===== config.mk =====
export PLATFORM = sky130hd
export DESIGN_NAME = song_sequencer
export DESIGN_NICKNAME = d
export VERILOG_FILES = /design/src/rtl/song_sequencer_pkg.sv /design/src/rtl/song_sequencer_beat_timer.sv /design/src/rtl/song_sequencer.sv
export SDC_FILE = /design/constraint.sdc
export NUM_CORES = 1
export LEC_CHECK = 0
export BUFFER_PORTS_ARGS = -buffer_cell sky130_fd_sc_hd__clkbuf_2
export CAP_MARGIN = 20
export CORE_MARGIN = 8
export CORE_UTILIZATION = 40
export CTS_CLUSTER_SIZE = 20
export DETAILED_ROUTE_END_ITERATION = 12
export GPL_ROUTABILITY_DRIVEN = 0
export PLACE_DENSITY_LB_ADDON = 0.05
export RECOVER_POWER = 25
export SKIP_CTS_REPAIR_TIMING = 1
export SLEW_MARGIN = 5
export SYNTH_ARGS = -nofsm -noshare
export SYNTH_HDL_FRONTEND = slang
export SYNTH_SLANG_ARGS = --single-unit

===== constraint.sdc =====
create_clock -name clk -period 2.05 [get_ports clk]
set_input_delay 0.1025 -clock clk [delete_from_list [all_inputs] [get_ports clk]]
set_output_delay 0.1025 -clock clk [all_outputs]
set_load 0.05 [all_outputs]

===== src/rtl/song_sequencer_pkg.sv =====
// Shared definitions for the auto-mode playback path: note codes, FSM states
// and the one-hot note LED patterns.
package music_pkg;

  localparam logic [3:0] NOTE_REST = 4'h0;
  localparam logic [3:0] NOTE_END  = 4'hF;

  typedef enum logic [1:0] {
    LOAD0 = 2'd0,
    LOAD1 = 2'd1,
    PLAY  = 2'd2,
    GAP   = 2'd3
  } state_t;

  localparam logic [6:0] LED_OFF = 7'b0000000;
  localparam logic [6:0] led1    = 7'b0000001;
  localparam logic [6:0] led2    = 7'b0000010;
  localparam logic [6:0] led3    = 7'b0000100;
  localparam logic [6:0] led4    = 7'b0001000;
  localparam logic [6:0] led5    = 7'b0010000;
  localparam logic [6:0] led6    = 7'b0100000;
  localparam logic [6:0] led7    = 7'b1000000;

  // Only the seven natural notes light an LED; rests and sharps stay dark.
  function automatic logic [6:0] note_led(input logic [3:0] note);
    case (note)
      4'd1:    note_led = led1;
      4'd2:    note_led = led2;
      4'd3:    note_led = led3;
      4'd4:    note_led = led4;
      4'd5:    note_led = led5;
      4'd6:    note_led = led6;
      4'd7:    note_led = led7;
      default: note_led = LED_OFF;
    endcase
  endfunction

endpackage


===== src/rtl/song_sequencer_beat_timer.sv =====
// Beat-unit timer: free-running modulo-TICK_CYCLES counter with a one-cycle
// beat pulse on the terminal count.
module beat_timer #(
  parameter int TICK_CYCLES = 10_000_000
) (
  input  logic clk,
  input  logic reset,
  input  logic en,
  input  logic clr,
  output logic beat
);

  localparam int CW = (TICK_CYCLES > 1) ? $clog2(TICK_CYCLES) : 1;
  localparam logic [CW-1:0] LAST = CW'(TICK_CYCLES - 1);

  logic [CW-1:0] count_r;

  // Gated by en so a held terminal count cannot emit a second beat.
  assign beat = en && !clr && (count_r == LAST);

  // Tick counter; clear wins over enable.
  always_ff @(posedge clk or posedge reset) begin
    if (reset) begin
      count_r <= '0;
    end else if (clr) begin
      count_r <= '0;
    end else if (en) begin
      count_r <= (count_r == LAST) ? '0 : count_r + CW'(1);
    end
  end

endmodule


===== src/rtl/song_sequencer.sv =====
// Auto-mode playback controller: walks the song ROM, times each note in beats,
// inserts an articulation gap and drives the buzzer note/octave and note LEDs.
module song_sequencer
  import music_pkg::*;
#(
  parameter int TICK_CYCLES = 10_000_000,
  parameter int GAP_CYCLES  = 500_000,
  parameter int SONG_LEN    = 56,
  parameter int NUM_SONGS   = 3,
  parameter int POS_W       = 6
) (
  input  logic             clk,
  input  logic             reset,
  input  logic             next_btn,
  input  logic             prev_btn,
  input  logic             pause,
  output logic [POS_W+1:0] rom_addr,
  input  logic [3:0]       rom_note,
  input  logic [1:0]       rom_octave,
  input  logic [3:0]       rom_dur,
  output logic [3:0]       note_to_play,
  output logic [1:0]       octave_auto,
  output logic [6:0]       led_out,
  output logic [1:0]       song_num,
  output logic             busy
);

  localparam int GW = (GAP_CYCLES > 1) ? $clog2(GAP_CYCLES) : 1;
  localparam logic [GW-1:0]    GAP_LAST = GW'(GAP_CYCLES - 1);
  localparam logic [POS_W-1:0] POS_LAST = POS_W'(SONG_LEN - 1);
  localparam logic [1:0]       SONG_MAX = 2'(NUM_SONGS - 1);

  state_t           state_r, state_s;
  logic [POS_W-1:0] position_r, position_s;
  logic [1:0]       song_r, song_s;
  logic [3:0]       beat_cnt_r, beat_cnt_s;
  logic [GW-1:0]    gap_cnt_r, gap_cnt_s;
  logic [3:0]       dur_eff_r, dur_eff_s;
  logic [3:0]       note_lat_r, note_lat_s;
  logic [3:0]       note_r, note_s;
  logic [1:0]       oct_r, oct_s;
  logic [6:0]       led_r, led_s;
  logic             busy_r, busy_s;
  logic             next_q_r, prev_q_r;
  logic             next_rise_s, prev_rise_s, change_s;
  logic             beat_s, tmr_en_s, tmr_clr_s;

  assign next_rise_s = next_btn & ~next_q_r;
  assign prev_rise_s = prev_btn & ~prev_q_r;
  // Simultaneous next and prev edges cancel out.
  assign change_s    = next_rise_s ^ prev_rise_s;
  assign tmr_en_s    = (state_r == PLAY) && !pause;
  assign tmr_clr_s   = change_s || (state_r != PLAY);

  beat_timer #(.TICK_CYCLES(TICK_CYCLES)) u_beat_timer (
    .clk   (clk),
    .reset (reset),
    .en    (tmr_en_s),
    .clr   (tmr_clr_s),
    .beat  (beat_s)
  );

  // Next-state and next-output logic; song change outranks pause and the FSM.
  always_comb begin
    state_s    = state_r;
    position_s = position_r;
    song_s     = song_r;
    beat_cnt_s = beat_cnt_r;
    gap_cnt_s  = gap_cnt_r;
    dur_eff_s  = dur_eff_r;
    note_lat_s = note_lat_r;
    note_s     = note_r;
    oct_s      = oct_r;
    led_s      = led_r;
    if (change_s) begin
      if (next_rise_s) begin
        song_s = (song_r == SONG_MAX) ? 2'd0 : song_r + 2'd1;
      end else begin
        song_s = (song_r == 2'd0) ? SONG_MAX : song_r - 2'd1;
      end
      position_s = '0;
      beat_cnt_s = 4'd0;
      gap_cnt_s  = '0;
      note_s     = NOTE_REST;
      led_s      = LED_OFF;
      state_s    = LOAD0;
    end else if (pause) begin
      // Silence the buzzer but keep the LEDs and all timing state frozen.
      note_s = NOTE_REST;
    end else begin
      case (state_r)
        LOAD0: state_s = LOAD1;
        LOAD1: begin
          if (rom_note == NOTE_END) begin
            position_s = '0;
            state_s    = LOAD0;
          end else begin
            note_lat_s = rom_note;
            note_s     = rom_note;
            oct_s      = rom_octave;
            led_s      = note_led(rom_note);
            dur_eff_s  = (rom_dur == 4'd0) ? 4'd1 : rom_dur;
            beat_cnt_s = 4'd0;
            state_s    = PLAY;
          end
        end
        PLAY: begin
          note_s = note_lat_r;
          if (beat_s) begin
            if (beat_cnt_r == dur_eff_r - 4'd1) begin
              beat_cnt_s = 4'd0;
              gap_cnt_s  = '0;
              note_s     = NOTE_REST;
              led_s      = LED_OFF;
              state_s    = GAP;
            end else begin
              beat_cnt_s = beat_cnt_r + 4'd1;
            end
          end else begin
            beat_cnt_s = beat_cnt_r;
          end
        end
        GAP: begin
          if (gap_cnt_r == GAP_LAST) begin
            gap_cnt_s  = '0;
            position_s = (position_r == POS_LAST) ? '0 : position_r + POS_W'(1);
            state_s    = LOAD0;
          end else begin
            gap_cnt_s = gap_cnt_r + GW'(1);
          end
        end
        default: state_s = LOAD0;
      endcase
    end
    busy_s = ((state_s == PLAY) || (state_s == GAP)) && !pause;
  end

  // State, counter and output registers.
  always_ff @(posedge clk or posedge reset) begin
    if (reset) begin
      state_r    <= LOAD0;
      position_r <= '0;
      song_r     <= 2'd0;
      beat_cnt_r <= 4'd0;
      gap_cnt_r  <= '0;
      dur_eff_r  <= 4'd0;
      note_lat_r <= NOTE_REST;
      note_r     <= NOTE_REST;
      oct_r      <= 2'd0;
      led_r      <= LED_OFF;
      busy_r     <= 1'b0;
      next_q_r   <= 1'b0;
      prev_q_r   <= 1'b0;
    end else begin
      state_r    <= state_s;
      position_r <= position_s;
      song_r     <= song_s;
      beat_cnt_r <= beat_cnt_s;
      gap_cnt_r  <= gap_cnt_s;
      dur_eff_r  <= dur_eff_s;
      note_lat_r <= note_lat_s;
      note_r     <= note_s;
      oct_r      <= oct_s;
      led_r      <= led_s;
      busy_r     <= busy_s;
      next_q_r   <= next_btn;
      prev_q_r   <= prev_btn;
    end
  end

  assign rom_addr     = {song_r, position_r};
  assign note_to_play = note_r;
  assign octave_auto  = oct_r;
  assign led_out      = led_r;
  assign song_num     = song_r;
  assign busy         = busy_r;

endmodule


==> out/qor.tcl, run 1 <==
set qor(outcome) {complete, but fails checks}
set qor(failed_checks) {negative hold slack, negative setup slack}
set qor(timing.final.setup_violations) 8
set qor(numCtsBuffers) 9
set qor(coreArea_um2) 10800
set qor(cellPowerDensity_nw_per_um2) 837
set qor(finalWorstPathRequiredPeriod_ps) 2110
set qor(yosys_most_used_dff) {sky130_fd_sc_hd__dfrtp_1}
set qor(leakage_uw) 0.00252
set qor(dp_hpwl_mm) 7.85
set qor(post-route-util_pct) 53.5
set qor(timing.final.ws_setup_ps) -56.0
set qor(setup_repair_after_global_routing_missed_its_margin) {true}
set qor(synth.ff_latch_count) 81
set qor(dr.pass1.iters) 4
set qor(n_antenna_cell) 0
set qor(fillcell_total) 1005
set qor(clock_tree_from_tritoncts) {done}
set qor(synth.top_cells.by_count) {sky130_fd_sc_hd__dfrtp_1, sky130_fd_sc_hd__o21ai_0, sky130_fd_sc_hd__nand2_1}
set qor(top_delay_family_on_crit_path) {simple AND/OR/NAND/NOR gates}
set qor(cts.sinks) 81
set qor(route.top_layer_used) {met4}
set qor(ys_seq_area_share_pct) 45.7
set qor(grt_first_pass_wirelength_mm) 18.7
set qor(multi_input_area_um2) 2440
set qor(clockRootBuffer) {sky130_fd_sc_hd__clkbuf_8}
set qor(worstPathRequired_ps) 2340
set qor(h-tree-depth) 3
set qor(timing.clock.skew_ps) 13.3
set qor(layout.cell_area.non_filler_um2) 5800
set qor(die_h_um) 121
set qor(grt_max_degree) 37
set qor(die-width_um) 121
set qor(cp_slowest_stage_delay_ps) 490
set qor(initialDrtViolationCount) 234
set qor(finalNetCount) 621
set qor(placement.io_buffers) 38
set qor(min_period_over_period_pct) 103
set qor(detailed_place.area_um2) 5230
set qor(critical_path_class) {register to register}
set qor(area.growth.synth_to_final_pct) 30.6
set qor(synth.top_cell.area_share_pct) 45.7
set qor(stdcell_count) 743
set qor(final-max-slew-violation-count) 0
set qor(detail_route.wirelength.met1_mm) 5.45
set qor(cts-root-to-sink-buffers) 2
set qor(routed_wl_mm) 11.2
set qor(achievable-frequency_ghz) 0.475
set qor(crit_path_cell_trace) {ha_2, nand3_2, or2_4, nor4_4, buf_4, a31oi_4, or4_1, o211ai_1}
set qor(first_global_vias) 3868
set qor(dpl.cell_count) 710
set qor(synth_top_cell_by_area) {sky130_fd_sc_hd__dfrtp_1}
set qor(yosys-top-cells-area) {sky130_fd_sc_hd__dfrtp_1, sky130_fd_sc_hd__o21ai_0, sky130_fd_sc_hd__nand2_1, sky130_fd_sc_hd__nor2_1, sky130_fd_sc_hd__nand3_1}
set qor(drc) 0
set qor(cpMaxStageDelayCell) {sky130_fd_sc_hd__or4_1}
set qor(hp-start) {rom_dur[0]}
set qor(clock_insertion_delay_worst_skew_ps) 370
set qor(placementRows) 38
set qor(synth_cells) 490
set qor(synth_edf_count) 0
set qor(postRouteAntennaNets) 0
set qor(wl_met2_mm) 5.19
set qor(worstHoldPathType) {input pin to register}
set qor(slew_headroom_pct) 26.5
set qor(drive_above_1_share_pct) 30.0
set qor(grt_antenna_before_repair) 0
set qor(synth.most_common_cell) {sky130_fd_sc_hd__dfrtp_1}
set qor(fin_setup_tns_ps) -338
set qor(final.hold.worst_slack_ps) -3.80
set qor(number_of_vias_after_detailed_routing) 3996
set qor(critPathArrivalTime_ps) 2400
set qor(seq_area_um2) 2030
set qor(drt-vias-per-instance) 5.38
set qor(r2r-start) {u_beat_timer.count_r[0]$_DFFE_PP0P_}
set qor(total_i_o_pin_count) 39
set qor(launching_element_type_of_the_critical_path) {register}
set qor(synth-async-reset-ratio_pct) 100
set qor(worst_slew_pin_slew_ps) 1100
set qor(postSynthAreaPerCell_um2) 9.06
set qor(synth-warning-count) 0
set qor(met3RoutedLength_um) 369
set qor(yosysUniqueCellTypes) 53
set qor(netlist_area_um2) 4440
set qor(cp-startpoint) {u_beat_timer.count_r[0]$_DFFE_PP0P_}
set qor(clkSlewWorstSetupHoldPaths_ps) 80
set qor(worst-path-max-fanout) 5
set qor(timing.critical_path.to_type) {register}
set qor(grt_remaining_overflow) 0
set qor(post_drt_wl_per_cell_um) 15.1
set qor(floorplan_die_area_um2) 14700
set qor(power.ir.vdd_worst_mv) 0.661
set qor(track_usage_pct) 15.6
set qor(synth_nets) 513
set qor(start_util_pct) 40.9
set qor(critPathBufInv) 1
set qor(maxCapViolations) 0
set qor(finalHoldViolCount) 1
## metal layers
| metal | vias to the layer above | global-route usage, % |
|---|---|---|
| met1 | 1927 | 20.3 |
| met2 | 66 | 24.7 |
| met5 | - | 0 |
| met3 | 14 | 2.93 |
| li1 | 1989 | - |
| met4 | 0 | 7.17 |
## state kept, by name (all words and copies together), names as in the netlist
register	count
beat_cnt_r	4
busy	1
dur_eff_r	4
gap_cnt_r	19
led_out	7
next_q_r	1
note_lat_r	4
note_to_play	4
octave_auto	2
position_r	6
prev_q_r	1
song_num	2
state_r	2
u_beat_timer.count_r	24
## cells by family (layout without fill, tap and decap cells)
logic type | count (synthesis) | after routing | synth area share [%]
flip-flops | 81 | 81 | 45.7
XOR/XNOR | 12 | 12 | 2.68
AND/OR/NAND/NOR | 203 | 204 | 24.2
AO/OA/AOI/OAI | 130 | 130 | 16.6
adder cells (fa/ha/maj) | 8 | 8 | 2.26
multiplexers | 16 | 16 | 4.62
buffers and inverters | 40 | 152 | 3.89
## placed cells by master, fill, tap and decap left out, drive strengths merged, types with 14 or more instances in the layout
| cell type | count |
|---|---|
| a21oi | 22 |
| buf | 72 |
| clkbuf | 50 |
| dfrtp | 81 |
| inv | 16 |
| mux2 | 15 |
| nand2 | 48 |
| nand3 | 26 |
| nand4 | 15 |
| nor2 | 36 |
| nor3 | 14 |
| o21ai | 74 |
## cell type report
cell class,instances,share of cell area (%)
clock buffers,11,2.27
clock inverters,5,1.79
inverters,17,1.12
multi-input cells,370,42.0
flip-flops and latches,81,35.0
well taps,140,3.02
repair buffers,119,14.8
## worst reg2reg max path, delay by kind of cell, from the launching register on
family | cells | cell delay (ps)
adders and majority gates | 1 | 200
DFF | 1 | 360
buffers and inverters | 1 | 180
AOI/OAI and AO/OA | 2 | 200
and+or+nand+nor | 4 | 1100
## final timing paths
check,to,slack [ps],cells after the start
setup / recovery,gap_cnt_r[4]$_DFFE_PP0P_,-60,8
hold / removal,dur_eff_r[0]$_DFFE_PP0P_,-4,3
setup reg to reg,gap_cnt_r[4]$_DFFE_PP0P_,-60,8
hold reg to reg,gap_cnt_r[18]$_DFFE_PP0P_,500,1
min in group asynchronous,gap_cnt_r[16]$_DFFE_PP0P_,460,3
max in group asynchronous,u_beat_timer.count_r[12]$_DFFE_PP0P_,730,5
## through the flow
| stage | total power [µW] | worst slack, ps |
|---|---|---|
| final | 4850 | -56.0 |
| after global routing | 5150 | -132 |
| after CTS | 4780 | -204 |
| after detailed placement | 3350 | -187 |
| after global placement | 3330 | -117 |
| after floorplan | 2930 | -131 |
## power breakdown
part           internal (µW)  switching [µW]  total, µW
logic                    577             943       1520
clock network            811             612       1420
registers               1770             139       1910
total                   3160            1690       4850
(Power assumes the default switching activity.)
==> run 2, diff against run 1 <==
- BUFFER_PORTS_ARGS: -buffer_cell sky130_fd_sc_hd__clkbuf_2 -> -buffer_cell sky130_fd_sc_hd__buf_2
==> run 2 against run 1 <==
The run ends with negative setup slack left; core utilization is 0.74 points lower; maximum frequency is 2.6% lower; flip-flop and latch count unchanged; register-to-register slack worse by 60 ps; clock-buffer cell count is 1 lower; clock skew is 2.8 ps lower; combinational power barely moved; largest power group unchanged.
==> out/qor.tcl, run 2 (same netlist as run 1, synthesis figures left out) <==
set qor(clkSlewWorstSetupHoldPaths_ps) 90 ;# was 80 ps
set qor(finalHoldViolCount) 0 ;# was 1
set qor(fin_setup_tns_ps) -1190 ;# was -338 ps
set qor(n_antenna_cell) 0 ;# unchanged
set qor(first_global_vias) 3872 ;# was 3868
set qor(postRouteAntennaNets) 0 ;# unchanged
set qor(drc) 0 ;# unchanged
set qor(floorplan_die_area_um2) 14700 ;# unchanged
set qor(dp_hpwl_mm) 7.88 ;# was 7.85 mm
set qor(achievable-frequency_ghz) 0.463 ;# was 0.475 GHz
set qor(hold-path-cell-count) 3 ;# unchanged
set qor(clock_insertion_delay_worst_skew_ps) 360 ;# was 370 ps
set qor(timing.final.ws_setup_ps) -111 ;# was -56.0 ps
set qor(die-width_um) 121 ;# unchanged
set qor(grt_remaining_overflow) 0 ;# unchanged
set qor(number_of_vias_after_detailed_routing) 3998 ;# was 3996
set qor(largest-register) {u_beat_timer.count_r} ;# unchanged
set qor(worst-path-stages) 8 ;# unchanged
set qor(maxCapViolations) 0 ;# unchanged
set qor(timing.final.setup_violations) 18 ;# was 8
set qor(cts-root-to-sink-buffers) 2 ;# unchanged
set qor(worstPathRequired_ps) 2310 ;# was 2340 ps
set qor(top_delay_family_on_crit_path) {simple AND/OR/NAND/NOR gates} ;# unchanged
set qor(h-tree-depth) 3 ;# unchanged
set qor(outcome) {complete, but fails checks} ;# unchanged
set qor(critical_path_class) {register to register} ;# unchanged
set qor(routed_wl_mm) 11.1 ;# was 11.2 mm
set qor(final.hold.worst_slack_ps) 5.15 ;# was -3.80 ps
set qor(stdcell_count) 740 ;# was 743
set qor(place_worst_setup_slack_ps) -158 ;# was -187 ps
set qor(post_drt_wl_per_cell_um) 15.0 ;# was 15.1 µm
set qor(cpMaxStageDelayCell) {sky130_fd_sc_hd__dfrtp_1} ;# was sky130_fd_sc_hd__or4_1
set qor(cts.sinks) 81 ;# unchanged
set qor(total_i_o_pin_count) 39 ;# unchanged
set qor(critPathBufInv) 1 ;# unchanged
set qor(initialDrtViolationCount) 236 ;# was 234
set qor(slew_headroom_pct) 37.2 ;# was 26.5%
set qor(drt-vias-per-instance) 5.40 ;# was 5.38
set qor(launching_element_type_of_the_critical_path) {register} ;# unchanged
set qor(drive_above_1_share_pct) 30.0 ;# about the same
set qor(commonest_non_fill_non_tap_cells_in_the_layout) {sky130_fd_sc_hd__dfrtp_1, sky130_fd_sc_hd__buf_4, sky130_fd_sc_hd__nand2_1} ;# was sky130_fd_sc_hd__dfrtp_1, sky130_fd_sc_hd__buf_4, sky130_fd_sc_hd__o21ai_0
set qor(clock_tree_from_tritoncts) {done} ;# unchanged
set qor(cellPowerDensity_nw_per_um2) 783 ;# was 837 nW/µm²
set qor(finalWorstPathRequiredPeriod_ps) 2160 ;# was 2110 ps
set qor(start_util_pct) 40.9 ;# unchanged
set qor(coreArea_um2) 10800 ;# unchanged
set qor(setup_repair_after_global_routing_missed_its_margin) {true} ;# unchanged
set qor(placementRows) 38 ;# unchanged
set qor(dpl.cell_count) 707 ;# was 710
set qor(leakage_uw) 0.00251 ;# was 0.00252 µW
set qor(track_usage_pct) 15.5 ;# was 15.6%
set qor(largest_register_ffs) 24 ;# unchanged
set qor(critPathArrivalTime_ps) 2420 ;# was 2400 ps
set qor(failed_checks) {negative setup slack} ;# was negative hold slack, negative setup slack
set qor(placement.io_buffers) 38 ;# unchanged
set qor(dr.pass1.iters) 4 ;# unchanged
set qor(timing.critical_path.to_type) {register} ;# unchanged
set qor(reg2reg_depth) 8 ;# unchanged
set qor(finalNetCount) 618 ;# was 621
set qor(clockRootBuffer) {sky130_fd_sc_hd__clkbuf_8} ;# unchanged
set qor(final-max-slew-violation-count) 0 ;# unchanged
set qor(die_h_um) 121 ;# unchanged
set qor(leading_cell_type_in_the_layout_fill_and_taps_excluded) {sky130_fd_sc_hd__dfrtp_1} ;# unchanged
set qor(area.growth.synth_to_final_pct) 28.8 ;# was 30.6%
set qor(worst-path-max-fanout) 7 ;# was 5
set qor(worst_slew_pin_slew_ps) 936 ;# was 1100 ps
set qor(timing.clock.skew_ps) 10.5 ;# was 13.3 ps
set qor(numCtsBuffers) 9 ;# unchanged
set qor(min_period_over_period_pct) 105 ;# was 103%
set qor(cp_slowest_stage_delay_ps) 360 ;# was 490 ps
set qor(crit_path_cell_trace) {ha_2, nand3_2, or2_4, nor4_4, buf_4, a31oi_4, nand2b_4, mux2_4} ;# was ha_2, nand3_2, or2_4, nor4_4, buf_4, a31oi_4, or4_1, o211ai_1
set qor(worstHoldPathType) {input pin to register} ;# unchanged
set qor(grt_max_degree) 30 ;# was 37
set qor(grt_first_pass_wirelength_mm) 18.6 ;# was 18.7 mm
set qor(grt_antenna_before_repair) 0 ;# unchanged
set qor(power.ir.vdd_worst_mv) 0.597 ;# was 0.661 mV
==> run 2: cell count changes in the layout (fill, tap and decap cells not counted), moves of 3 or more <==
cell	change
sky130_fd_sc_hd__buf_4	-3
sky130_fd_sc_hd__bufinv_16	-3
sky130_fd_sc_hd__o21ai_0	-8
sky130_fd_sc_hd__o21ai_1	+6
sky130_fd_sc_hd__clkinvlp_4	+4
sky130_fd_sc_hd__clkbuf_1	-3
sky130_fd_sc_hd__buf_2	+38
sky130_fd_sc_hd__clkbuf_2	-36
==> run 2: cell type report <==
class                           instances  area (µm²)
Fill cell                            1003        5120
Sequential cell                        81        2030
Tap cell                              140         175
Clock inverter                          6        43.8
Clock buffer                           10         128
Timing Repair Buffer                  117         866
Multi-Input combinational cell        369        2410
Inverter                               17        65.1
==> run 2: report_power, final <==
part	leakage, µW	switching (µW)	total (µW)	internal, µW
Combinational	0.00134	925	1510	585
Sequential	0.00110	133	1910	1770
Clock	0.0000749	616	1060	442
==> run 2: layer usage <==
layer | up-vias | global-route usage (%) | share of wire [%]
met3 | 11 | 2.79 | 3.0
met1 | 1944 | 19.8 | 48
met4 | 0 | 6.86 | 1.6
met5 | - | 0 | 0
li1 | 1991 | - | -
met2 | 52 | 25.0 | 47
==> run 2: per-stage QoR <==
step	instance area [µm²]	utilization, %	total power (µW)
global route	5720	52.7	4770
global placement	5210	48.0	3300
finish	5720	52.7	4470
floorplan	4460	-	2930
detailed placement	5210	48.0	3330
CTS	5380	49.6	4420
==> run 2: path summary, 6_finish.rpt <==
path	startpoint	end	slack, ps
setup reg to reg	u_beat_timer.count_r[1]$_DFFE_PP0P_	led_out[0]$_DFFE_PP0P_	-110
hold / removal	rom_dur[0]	dur_eff_r[0]$_DFFE_PP0P_	5
min in group asynchronous	reset	u_beat_timer.count_r[23]$_DFFE_PP0P_	430
max in group asynchronous	reset	position_r[0]$_DFFE_PP0P_	420
setup / recovery	u_beat_timer.count_r[1]$_DFFE_PP0P_	led_out[0]$_DFFE_PP0P_	-110
hold reg to reg	gap_cnt_r[18]$_DFFE_PP0P_	gap_cnt_r[18]$_DFFE_PP0P_	490
==> run 2: tightest hold or removal path, stage by stage <==
cell and delay (ps):
sky130_fd_sc_hd__buf_2 70, sky130_fd_sc_hd__o21ai_0 80, sky130_fd_sc_hd__o21ai_0 80
==> run 3, diff against run 2 <==
- clock period: 2.05 -> 2.5 ns (I/O delays scaled with it)
==> run 3 against run 2 <==
The run ends with negative hold slack, max-capacitance violations, max-slew violations left; clock skew shrank 3.1 ps; final area shrank 9.9%; wire length shrank 1.4%; sequential power shrank 18%; maximum frequency shrank 7.5%; non-clock buffer count shrank 47; worst hold slack lost 13 ps; first-iteration DRC count grew 32%; clock-buffer cell count grew 3; critical path depth grew 1.
==> out/qor.tcl, run 3 (same netlist as run 1, synthesis figures left out) <==
set qor(placement.io_buffers) 38 ;# unchanged
set qor(drive_above_1_share_pct) 17.4 ;# was 30.0%
set qor(min_period_over_period_pct) 93.5 ;# was 105%
set qor(routed_wl_mm) 10.9 ;# was 11.1 mm
set qor(setup.reg_to_reg.worst_slack_ps) 160 ;# was -110 ps
set qor(clkPwrFrac_pct) 25.8 ;# was 23.6%
set qor(cellPowerDensity_nw_per_um2) 693 ;# was 783 nW/µm²
set qor(combPwrFrac_pct) 30.3 ;# was 33.8%
set qor(coreArea_um2) 10800 ;# unchanged
set qor(crit_path_cell_trace) {ha_4, nand3_1, or2_4, nor4_4, buf_4, a31oi_2, buf_4, or4_1, o211ai_1} ;# was ha_2, nand3_2, or2_4, nor4_4, buf_4, a31oi_4, nand2b_4, mux2_4
set qor(place_worst_setup_slack_ps) 33.2 ;# was -158 ps
set qor(seq_area_um2) 2030 ;# unchanged
set qor(clock_insertion_delay_worst_skew_ps) 360 ;# about the same
set qor(top_delay_family_on_crit_path) {simple AND/OR/NAND/NOR gates} ;# unchanged
set qor(drc) 0 ;# unchanged
set qor(slew_headroom_pct) -9.48 ;# was 37.2%
set qor(maxCapViolations) 1 ;# was 0
set qor(leading_cell_type_in_the_layout_fill_and_taps_excluded) {sky130_fd_sc_hd__dfrtp_1} ;# unchanged
set qor(switching_share_of_power_pct) 36.6 ;# was 37.5%
set qor(worstPathRequired_ps) 2780 ;# was 2310 ps
set qor(number_of_vias_after_detailed_routing) 3802 ;# was 3998
set qor(track_usage_pct) 15.5 ;# about the same
set qor(commonest_non_fill_non_tap_cells_in_the_layout) {sky130_fd_sc_hd__dfrtp_1, sky130_fd_sc_hd__o21ai_0, sky130_fd_sc_hd__nand2_1} ;# was sky130_fd_sc_hd__dfrtp_1, sky130_fd_sc_hd__buf_4, sky130_fd_sc_hd__nand2_1
set qor(dp_hpwl_mm) 7.65 ;# was 7.88 mm
set qor(largest-register) {u_beat_timer.count_r} ;# unchanged
set qor(clock_tree_from_tritoncts) {done} ;# unchanged
set qor(placementRows) 38 ;# unchanged
set qor(cp_slowest_stage_delay_ps) 500 ;# was 360 ps
set qor(start_util_pct) 40.9 ;# unchanged
set qor(die_h_um) 121 ;# unchanged
set qor(grt_max_degree) 49 ;# was 30
set qor(achievable-frequency_ghz) 0.428 ;# was 0.463 GHz
set qor(first_global_vias) 3748 ;# was 3872
set qor(timing.clock.skew_ps) 7.40 ;# was 10.5 ps
set qor(fillcell_total) 1039 ;# was 1003
set qor(postRouteAntennaNets) 0 ;# unchanged
set qor(dr.pass1.iters) 4 ;# unchanged
set qor(outcome) {complete, but fails checks} ;# unchanged
set qor(total_i_o_pin_count) 39 ;# unchanged
set qor(h-tree-depth) 3 ;# unchanged
set qor(worstHoldPathType) {input pin to register} ;# unchanged
set qor(cts.sinks) 81 ;# unchanged
set qor(leakage_uw) 0.00219 ;# was 0.00251 µW
set qor(die-width_um) 121 ;# unchanged
set qor(multi_input_area_um2) 2260 ;# was 2410 µm²
set qor(post_drt_wl_per_cell_um) 15.8 ;# was 15.0 µm
set qor(detailed_place.area_um2) 4900 ;# was 5210 µm²
set qor(timing.critical_path.to_type) {register} ;# unchanged
set qor(critical_path_class) {register to register} ;# unchanged
set qor(drt-vias-per-instance) 5.49 ;# was 5.40
set qor(timing.final.setup_violations) 0 ;# was 18
set qor(critPathArrivalTime_ps) 2620 ;# was 2420 ps
set qor(cpMaxStageDelayCell) {sky130_fd_sc_hd__or4_1} ;# was sky130_fd_sc_hd__dfrtp_1
set qor(area.growth.synth_to_final_pct) 16.1 ;# was 28.8%
set qor(switching_power_uw) 1310 ;# was 1680 µW
set qor(worst-path-max-fanout) 6 ;# was 7
set qor(critPathBufInv) 2 ;# was 1
set qor(clkSlewWorstSetupHoldPaths_ps) 80 ;# was 90 ps
set qor(finalNetCount) 571 ;# was 618
set qor(largest_register_ffs) 24 ;# unchanged
set qor(worst_slew_pin_slew_ps) 1630 ;# was 936 ps
set qor(initialDrtViolationCount) 312 ;# was 236
set qor(failed_checks) {negative hold slack, max-capacitance violations, max-slew violations} ;# was negative setup slack
set qor(clockRootBuffer) {sky130_fd_sc_hd__clkbuf_8} ;# unchanged
set qor(grt_remaining_overflow) 0 ;# unchanged
set qor(grt_antenna_before_repair) 0 ;# unchanged
set qor(grt_use_met1_pct) 21.6 ;# was 19.8%
set qor(grt_first_pass_wirelength_mm) 18.6 ;# about the same
set qor(numCtsBuffers) 9 ;# unchanged
set qor(final.hold.worst_slack_ps) -7.59 ;# was 5.15 ps
set qor(met3_usage_in_global_routing_pct) 2.47 ;# was 2.79%
set qor(internal_power_uw) 2260 ;# was 2800 µW
set qor(timing.final.ws_setup_ps) 164 ;# was -111 ps
set qor(n_antenna_cell) 0 ;# unchanged
set qor(finalWorstPathRequiredPeriod_ps) 2340 ;# was 2160 ps
set qor(layout.cell_area.non_filler_um2) 5150 ;# was 5720 µm²
set qor(grt.met2_usage_pct) 23.6 ;# was 25.0%
set qor(sequential_power_share_pct) 43.9 ;# was 42.6%
set qor(floorplan_die_area_um2) 14700 ;# unchanged
set qor(power.ir.vdd_worst_mv) 0.549 ;# was 0.597 mV
set qor(final-max-slew-violation-count) 34 ;# was 0
set qor(finalHoldViolCount) 1 ;# was 0
set qor(worst_path_most_repeated_cell) {sky130_fd_sc_hd__buf_4}
set qor(launching_element_type_of_the_critical_path) {register} ;# unchanged
set qor(cts-root-to-sink-buffers) 2 ;# unchanged
set qor(grt_most_used_layer) {met2} ;# unchanged
-- run 3: cell types whose count changed in the layout (fill, tap and decap cells not counted), sizes merged --
cell,delta
buf,-54
inv,-1
clkinvlp,-3
clkbuf,+12
dlygate4sd3,-2
-- run 3: worst paths after layout --
| kind | from | to | depth (start not counted) |
|---|---|---|---|
| max in group asynchronous | reset | u_beat_timer.count_r[11]$_DFFE_PP0P_ | 4 |
| min in group asynchronous | reset | u_beat_timer.count_r[17]$_DFFE_PP0P_ | 3 |
| hold / removal | rom_dur[1] | dur_eff_r[1]$_DFFE_PP0P_ | 3 |
| setup reg to reg | u_beat_timer.count_r[1]$_DFFE_PP0P_ | beat_cnt_r[3]$_DFFE_PP0P_ | 9 |
| setup / recovery | u_beat_timer.count_r[1]$_DFFE_PP0P_ | beat_cnt_r[3]$_DFFE_PP0P_ | 9 |
| hold reg to reg | gap_cnt_r[18]$_DFFE_PP0P_ | gap_cnt_r[18]$_DFFE_PP0P_ | 1 |
-- run 3: metal layers --
metal / vias up / wire [µm]
met5: - / 0
met4: 0 / 157
met3: 10 / 305
met2: 58 / 5080
met1: 1847 / 5380
li1: 1887 / -
-- run 3: area by class of cell --
type	instances	share of cell area [%]
clock buffer	13	3.28
clock inverter	2	0.243
inverter	17	1.26
multi-input combinational	369	43.8
sequential	81	39.3
tap	140	3.40
timing repair buffer	70	8.62
-- run 3: power groups by stage --
stage               Combinational (µW)  Sequential, µW  Clock [µW]
finish                            1080            1570         919
global route                      1190            1590        1000
CTS                               1090            1560         946
detailed placement                1090            1590           0
global placement                  1070            1590           0
floorplan                          638            1760           0
-- run 3: worst register-to-register path, stage by stage, from the launching register on --
cell	delay, ps
sky130_fd_sc_hd__dfrtp_1	400
sky130_fd_sc_hd__ha_4	170
sky130_fd_sc_hd__nand3_1	100
sky130_fd_sc_hd__or2_4	280
sky130_fd_sc_hd__nor4_4	290
sky130_fd_sc_hd__buf_4	170
sky130_fd_sc_hd__a31oi_2	90
sky130_fd_sc_hd__buf_4	170
sky130_fd_sc_hd__or4_1	500
sky130_fd_sc_hd__o211ai_1	90
-- run 3: per-stage QoR --
step,utilization (%),instances,hold slack (ps),setup TNS (ps),power (µW)
floorplan,-,490,156,0,2390
global route,47.5,692,13.0,-11.8,3780
detailed placement,45.2,671,238,0,2680
CTS,46.9,686,-162,0,3600
finish,47.5,692,-7.59,0,3570
global placement,45.2,671,230,0,2660
